## src/rtl/caliptra_imem_arb.sv

```systemverilog
// rtl/caliptra_imem_arb.sv - imem single-port arbiter between core reads and a buffered loader write path
// Loader writes queue in an in-order FIFO; core reads win unless they hit a buffered address or starve the loader.
module caliptra_imem_arb #(
    parameter int ADDR_W     = 13,
    parameter int DATA_W     = 64,
    parameter int WBUF_DEPTH = 4,
    parameter int STARVE_MAX = 8
) (
    input  logic              clk,
    input  logic              rst,
    input  logic              core_req,
    input  logic [ADDR_W-1:0] core_addr,
    output logic              core_gnt,
    output logic              core_rvalid,
    output logic [DATA_W-1:0] core_rdata,
    input  logic              ld_valid,
    input  logic [ADDR_W-1:0] ld_addr,
    input  logic [DATA_W-1:0] ld_wdata,
    output logic              ld_ready,
    output logic              ld_busy,
    output logic              sram_cs,
    output logic              sram_we,
    output logic [ADDR_W-1:0] sram_addr,
    output logic [DATA_W-1:0] sram_wdata,
    input  logic [DATA_W-1:0] sram_rdata
);

    localparam int PTR_W    = (WBUF_DEPTH > 1) ? $clog2(WBUF_DEPTH) : 1;
    localparam int CNT_W    = $clog2(WBUF_DEPTH + 1);
    localparam int STARVE_W = $clog2(STARVE_MAX + 1);

    logic [ADDR_W-1:0]     addr_mem [WBUF_DEPTH];
    logic [DATA_W-1:0]     data_mem [WBUF_DEPTH];
    logic [WBUF_DEPTH-1:0] valid_q, valid_d;
    logic [PTR_W-1:0]      wr_ptr_q, wr_ptr_d;
    logic [PTR_W-1:0]      rd_ptr_q, rd_ptr_d;
    logic [CNT_W-1:0]      count_q, count_d;
    logic [STARVE_W-1:0]   starve_q, starve_d;
    logic                  rvalid_q;

    logic buf_empty;
    logic hazard;
    logic wr_gnt;
    logic core_win;
    logic push;
    logic pop;

    assign buf_empty = (count_q == '0);
    assign ld_ready  = rst || (count_q < CNT_W'(WBUF_DEPTH));
    assign ld_busy   = !buf_empty;
    assign push      = ld_valid && ld_ready && !rst;
    assign pop       = wr_gnt;

    // Entries pushed this cycle are not yet valid, so they cannot be written or stall a read until next cycle.
    always_comb begin
        hazard = 1'b0;
        for (int i = 0; i < WBUF_DEPTH; i++) begin
            if (valid_q[i] && (addr_mem[i] == core_addr)) begin
                hazard = core_req;
            end
        end
    end

    always_comb begin
        core_gnt = 1'b0;
        wr_gnt   = 1'b0;
        core_win = 1'b0;
        if (!rst) begin
            if (buf_empty) begin
                core_gnt = core_req;
            end else if (!core_req) begin
                wr_gnt = 1'b1;
            end else if (hazard || (starve_q == STARVE_W'(STARVE_MAX))) begin
                wr_gnt = 1'b1;
            end else begin
                core_gnt = 1'b1;
                core_win = 1'b1;
            end
        end
    end

    always_comb begin
        sram_cs    = core_gnt || wr_gnt;
        sram_we    = wr_gnt;
        sram_addr  = wr_gnt ? addr_mem[rd_ptr_q] : core_addr;
        sram_wdata = data_mem[rd_ptr_q];
    end

    assign core_rvalid = rvalid_q;
    assign core_rdata  = rvalid_q ? sram_rdata : '0;

    always_comb begin
        valid_d  = valid_q;
        wr_ptr_d = wr_ptr_q;
        rd_ptr_d = rd_ptr_q;
        count_d  = count_q;
        if (push) begin
            valid_d[wr_ptr_q] = 1'b1;
            wr_ptr_d          = wr_ptr_q + PTR_W'(1);
        end
        if (pop) begin
            valid_d[rd_ptr_q] = 1'b0;
            rd_ptr_d          = rd_ptr_q + PTR_W'(1);
        end
        case ({push, pop})
            2'b10:   count_d = count_q + CNT_W'(1);
            2'b01:   count_d = count_q - CNT_W'(1);
            default: count_d = count_q;
        endcase
    end

    always_comb begin
        starve_d = starve_q;
        if (wr_gnt || buf_empty) begin
            starve_d = '0;
        end else if (core_win && (starve_q < STARVE_W'(STARVE_MAX))) begin
            starve_d = starve_q + STARVE_W'(1);
        end
    end

    always_ff @(posedge clk) begin
        if (rst) begin
            valid_q  <= '0;
            wr_ptr_q <= '0;
            rd_ptr_q <= '0;
            count_q  <= '0;
            starve_q <= '0;
            rvalid_q <= 1'b0;
        end else begin
            valid_q  <= valid_d;
            wr_ptr_q <= wr_ptr_d;
            rd_ptr_q <= rd_ptr_d;
            count_q  <= count_d;
            starve_q <= starve_d;
            rvalid_q <= core_gnt;
        end
    end

    // Payload storage carries no reset; valid_q alone decides what is live.
    always_ff @(posedge clk) begin
        if (push) begin
            addr_mem[wr_ptr_q] <= ld_addr;
            data_mem[wr_ptr_q] <= ld_wdata;
        end
    end

endmodule

```

## config.mk

```make
export PLATFORM = sky130hd
export DESIGN_NAME = caliptra_imem_arb
export DESIGN_NICKNAME = d
export VERILOG_FILES = /design/src/rtl/caliptra_imem_arb.sv
export SDC_FILE = /design/constraint.sdc
export NUM_CORES = 1
export LEC_CHECK = 0
export CORE_MARGIN = 2
export CORE_UTILIZATION = 45
export CTS_CLUSTER_DIAMETER = 80
export DETAILED_ROUTE_END_ITERATION = 16
export HOLD_SLACK_MARGIN = 0.05
export PLACE_DENSITY_LB_ADDON = 0.3
export SETUP_SLACK_MARGIN = 0.5
export SYNTH_ARGS = -nofsm -noshare
export SYNTH_HDL_FRONTEND = slang
export SYNTH_SLANG_ARGS = --single-unit
```

## constraint.sdc

```tcl
create_clock -name clk -period 3.5 [get_ports clk]
set_clock_uncertainty 0.1 [all_clocks]
set_input_delay 0.35 -clock clk [delete_from_list [all_inputs] [get_ports clk]]
set_output_delay 0.35 -clock clk [all_outputs]
set_load 0.05 [all_outputs]
```

; ---- Word-level counts from Yosys, hierarchy flattened
; Memories as Yosys holds them, arrays and structs flattened. A register that Yosys moved wholly into a read port is not among the register bits.
; Index checks and enable logic that the tools add are counted.
; Widths: inputs -> output; s select.
[classes]
reduce_logical = 18
magnitude_cmp = 6
n_eq_ne = 7
n_addsub = 5
bitwise = 3
n_mux = 29
[ops]
columns = op, count
row1 = $mux 64, 1
row2 = $eq 13x13->1, 4
row3 = $mux 1, 18
row4 = $mux 13, 1
row5 = $logic_and 1x1->1, 9
row6 = $mux 2, 4
row7 = $mux 4, 2
row8 = $lt 2x3->1 const B, 2
row9 = $pmux 3 s2, 1
row10 = $add 2x1->2 const B, 2
row11 = $add 4x1->4 const B, 1
row12 = $and 4x4->4, 1
row13 = $demux 1 s2, 2
row14 = $eq 4x4->1 const B, 1
row15 = $ge 2x1->1 const B, 2
row16 = $logic_or 1x1->1, 4
row17 = $lt 4x4->1 const B, 1
row18 = $not 4->4, 1
row19 = $or 4x4->4, 1
row20 = $add 3x1->3 const B, 1
row21 = $logic_not 3->1, 1
row22 = $lt 3x3->1 const B, 1
row23 = $sub 3x1->3 const B, 1
row24 = $eq 2x1->1 const B, 1
row25 = other kinds (4), 5
[totals]
wordCells = 76
ramBits = 308
reg_bits = 16
out_inout_bits = 147
memories = 2
in_bits = 158
[memory_table]
columns = name, words, width, rd, rd_ports_with_merged_regs, wr, line_no
row1 = data_mem, 4, 64, 1, 1, 1, 33  ; logic [DATA_W-1:0] data_mem [WBUF_DEPTH];
row2 = addr_mem, 4, 13, 5, 1, 1, 32  ; logic [ADDR_W-1:0] addr_mem [WBUF_DEPTH];

; ---- Logic depth before layout (Yosys ltp)
; Gate-level depths: netlist of run 1.
[depth]
ltp_word = 13
depth_mapped = 13

; ---- Least setup slack after synthesis of run 1
; Ideal clock, no wire load.
[synth_path]
kind = input -> register
startpoint = input port rst
endpoint = memory addr_mem[1][0] (enable)
path_slack_ns = 0.010
t_arrival_ns = 2.945
cell_stages = 3
cell_sequence = clkbuf_1 -> nor3b_1 -> and2_1
[synth_between]
elab_chain_len = 5
word_cells_on_any_way = 6
classes_between = mux (2) / reduce/logical (4)
[synth_lines]
columns = item, line_no
row1 = from (decl), 10  ; input logic rst,
row2 = $logic_or 1x1->1, 49  ; assign ld_ready = rst || (count_q < CNT_W'(WBUF_DEPTH));
row3 = $logic_and 1x1->1, 51  ; assign push = ld_valid && ld_ready && !rst;
row4 = $logic_and 1x1->1 (*), 51
row5 = $mux 1 (*), 141  ; if (push) begin
row6 = $mux 1 (not written as such) (*), 142  ; addr_mem[wr_ptr_q] <= ld_addr;
row7 = to (decl), 32
; Every way passes the cells marked *; elsewhere a longest branch is shown, timed or not.

; ---- Final worst setup path of run 1
[layout_path]
startpoint = input port core_addr[3]
endpoint = output port sram_addr[3]
[layout_between]
elab_chain_len = 12
word_cells_on_any_way = 18
classes_between = eq/ne (4) / mux (9) / reduce/logical (5)
[layout_lines]
columns = item, line_no
row1 = from (decl), 12  ; input logic [ADDR_W-1:0] core_addr,
row2 = $eq 13x13->1, 58  ; if (valid_q[i] && (addr_mem[i] == core_addr)) begin
row3 = $logic_and 1x1->1, 58
row4 = $mux 1 (4 in a row), 58
row5 = $logic_or 1x1->1, 73  ; end else if (hazard || (starve_q == STARVE_W'(STARVE_MAX))) begin
row6 = $mux 1, 73
row7 = $mux 1, 71  ; end else if (!core_req) begin
row8 = $mux 1, 69  ; if (buf_empty) begin
row9 = $mux 1, 68  ; if (!rst) begin
row10 = $mux 13 (*), 85  ; sram_addr = wr_gnt ? addr_mem[rd_ptr_q] : core_addr;
row11 = to (decl), 23  ; output logic [ADDR_W-1:0] sram_addr,
; Marks and branches as above.

==> metrics.md, run 1 <==
| Metric | Value |
|---|---|
| Grt met2 use | `between 30% and 40%` |
| Final HPWL DP | `slightly above 20000 um` |
| Period minus WS final | `around 3.2 ns` |
| FMAX | `315 MHz` |
| Synth cell types | `39` |
| First-pass GRT wire length | `about 46000 um` |
| Leakage Power | `6.05 nW` |
| H-tree Lvls | `1` |
| Maxcap violations | `0` |
| Worst path required time | `slightly above 3 ns` |
| Clk buf depth | `3` |
| Worst-path clk slew | `0.06 ns` |
| Number of flops mapped to enable cells by yosys | `308` |
| Crit Path Max Fanout | `15` |
| CTS tree | `yes` |
| Crit path capture type | `output port` |
| Final setup violation count | `0` |
| Hold-fix buffers, CTS | `0` |
| Nets@finish | `1173` |
| Port Buffers | `304` |
| Initial core utilization | `45.4%` |
| VDD IR max | `about 0.46 mV` |
| Critical path type | `in2out` |
| Placement Rows | `63` |
| RePlAce Congestion | `0.792` |
| Most used routing layer in global routing | `met2` |
| Grt total ovfl | `0` |
| Worst min-delay path class | `in2reg` |
| Fin worst setup slack | `0.326 ns` |
| Die footprint | `0.0311 sq mm` |
| Initial DRC Count | `between 400 and 500` |
| Max-slew headroom | `55.9%` |
| Placed insts | `1355` |
| Pre-antenna DRT Iters | `4` |
| CTS root buf | `clkbuf_16` |
| Outcome | `finished, final reports clean` |
| GR Util met1 | `23.6%` |
| DR WL/cell | `21.6 um` |
| Seq cells post-synth | `between 300 and 400` |
| Final WL | `30700 um` |
| Worst-Skew Late Latency | `about 0.55 ns` |
| Predominant post-synthesis flop cell | `edfxtp_1` |
| Pre-CTS setup slack | `approximately 0.12 ns` |
| Vias in the first global route | `between 7000 and 8000` |
| Remaining antenna violation count | `0` |
| Tcrit/Tclk final | `roughly 91%` |
| Hold_ws | `0.334 ns` |
| PwrDens | `571 mW/mm^2` |
| Vias per cell | `5.23` |
| CORE AREA | `~0.029 sq mm` |
| Die Height | `176 um` |
| CTS sink cnt | `326` |
| Initial antenna violation count | `1` |
| Drc violations | `0` |
| Cell count after synthesis | `~680` |
| RSZ-0062 raised after global routing | `yes` |
| Final Hold Viols | `0` |
| Syn-to-layout area delta | `35.3%` |
| Most frequent cells in the layout | `edfxtp_1, clkdlybuf4s50_1, mux4_2, and2_1, dlygate4sd2_1` |
| Sequential area share after synthesis | `71.9%` |
| Worst-margin pin slew | `0.659 ns` |
| Layout cells sized above 1 | `19.3%` |
| Post-Syn Area | `~0.013 sq mm` |
| Placed inst area | `0.0170 sq mm` |
| CP startpoint kind | `input port` |
| Total GRT Usage | `between 10% and 20%` |
| Synthesized Nets | `853` |
| Fin area | `about 0.018 sq mm` |
| Commonest non-fill, non-tap cell in the layout | `edfxtp_1` |
| Mean area per synthesized cell | `19.6 sq um` |
| I/O pin cnt | `between 300 and 400` |
| Num CTS Buffers | `31` |
| DR vias | `around 7400` |
| Largest net degree at the start of global routing | `66` |
| Setup TNS | `0 ns` |
| Met3 Use GR | `under 10%` |
| Warnings from Yosys | `0` |
| Fin cells | `1418` |
| Asr flop ratio synth | `0%` |
| Critical Path AT | `2.72 ns` |
| Die W | `about 180 um` |
| Pins Over Slew Limit | `0` |
-- flip-flops by register name (all words and copies together), names as in the netlist, named ones only --
signal	flops
count_q	3
addr_mem	52
valid_q	4
starve_q	4
core_rvalid	1
rd_ptr_q	2
wr_ptr_q	2
data_mem	256
-- per-stage QoR --
stage          power, mW  utilization (%)
5_1_grt             10.7             61.5
4_1_cts             10.4             61.2
3_5_place_dp        7.24             57.7
3_3_place_gp        7.23             57.7
6_report            10.3             61.5
2_1_floorplan       6.27                -
-- logic make-up (layout without fill, tap and decap cells) --
| kind of cell | Yosys count | in the layout | synth area share, % |
|---|---|---|---|
| AOI/OAI and AO/OA | 16 | 16 | 0.861 |
| xor gates and xnor gates | 57 | 57 | 3.74 |
| adders and majority gates | 12 | 12 | 1.18 |
| buffers and inverters | 53 | 397 | 2.15 |
| DFF | 326 | 326 | 71.9 |
| muxes | 93 | 93 | 14.4 |
| other | 0 | 1 | 0 |
| and+or+nand+nor | 126 | 126 | 5.72 |
-- path summary, 6_finish.rpt --
path | from | to | slack (ns) | depth (start not counted)
worst min-delay path | ld_wdata[61] | data_mem[0][61] | 0.33 | 1
worst max-delay path | core_addr[3] | sram_addr[3] | 0.33 | 9
worst max register to register | addr_mem[1][3] | count_q[2] | 0.68 | 11
worst min register to register | valid_q[0] | valid_q[0] | 0.42 | 2
-- cell usage after synthesis, types with 4 or more instances --
master,count,share of area (%)
a211oi_1,4,0.22
and2_1,68,3.2
buf_2,13,0.49
buf_6,7,0.59
clkbuf_1,16,0.45
dfxtp_1,18,2.7
edfxtp_1,308,69
ha_1,11,1.0
inv_1,12,0.34
mux2_2,8,0.67
mux2_4,5,0.56
mux4_2,77,13
nand2_1,10,0.28
nand4_1,15,0.70
nor2_1,9,0.25
nor3_1,7,0.26
nor4_2,4,0.37
xnor2_1,54,3.5
-- critical path: stages --
cell	delay [ns]
clkdlybuf4s50_1	0.64
xnor2_1	0.17
nand4_1	0.14
nor4_2	0.33
nor3_2	0.14
a21oi_4	0.20
buf_12	0.19
mux2_2	0.36
buf_4	0.19
-- where the power goes --
part / total, mW / internal, mW / switching [mW]
logic: 2.60 / 1.01 / 1.59
clock network: 3.25 / 1.91 / 1.35
registers: 4.46 / 4.40 / 0.0647
total: 10.3 / 7.31 / 3.00
-- repair_timing --
item | 4_1_cts | 5_1_grt
setup buffers | 5 | 0
pin swaps | 1 | 2
resized for setup | 60 | 18
setup endpoints to repair | 78 | 21
-- area by class of cell --
| cell class | instances | area [sq um] |
|---|---|---|
| flip-flops and latches | 326 | 9620 |
| clock inverters | 21 | 198 |
| repair buffers | 328 | 3360 |
| inverters | 12 | 45.0 |
| fillers | 2127 | 11300 |
| well taps | 390 | 488 |
| clock buffers | 36 | 795 |
| diodes | 1 | 2.50 |
| multi-input cells | 304 | 3570 |
-- routing by layer --
| metal | vias up | part of all wire, % | routed length, um |
|---|---|---|---|
| met5 | - | 0 | 0 |
| met4 | 0 | 2.3 | 713 |
| met3 | 44 | 10 | 3130 |
| met2 | 316 | 50 | 15300 |
| met1 | 3725 | 37 | 11500 |
| li1 | 3335 | - | - |
Note: power is estimated with default switching activity, not from simulation.
==> run 2: changes to the inputs <==
- CAP_MARGIN: unset -> 20
==> results of run 2 <==
Final layout, timing and power as in run 1 (identical DEF).
==> run 3: changes to the inputs <==
- CAP_MARGIN: 20 -> unset
==> results of run 3 <==
Final layout, timing and power as in run 1 (identical DEF).
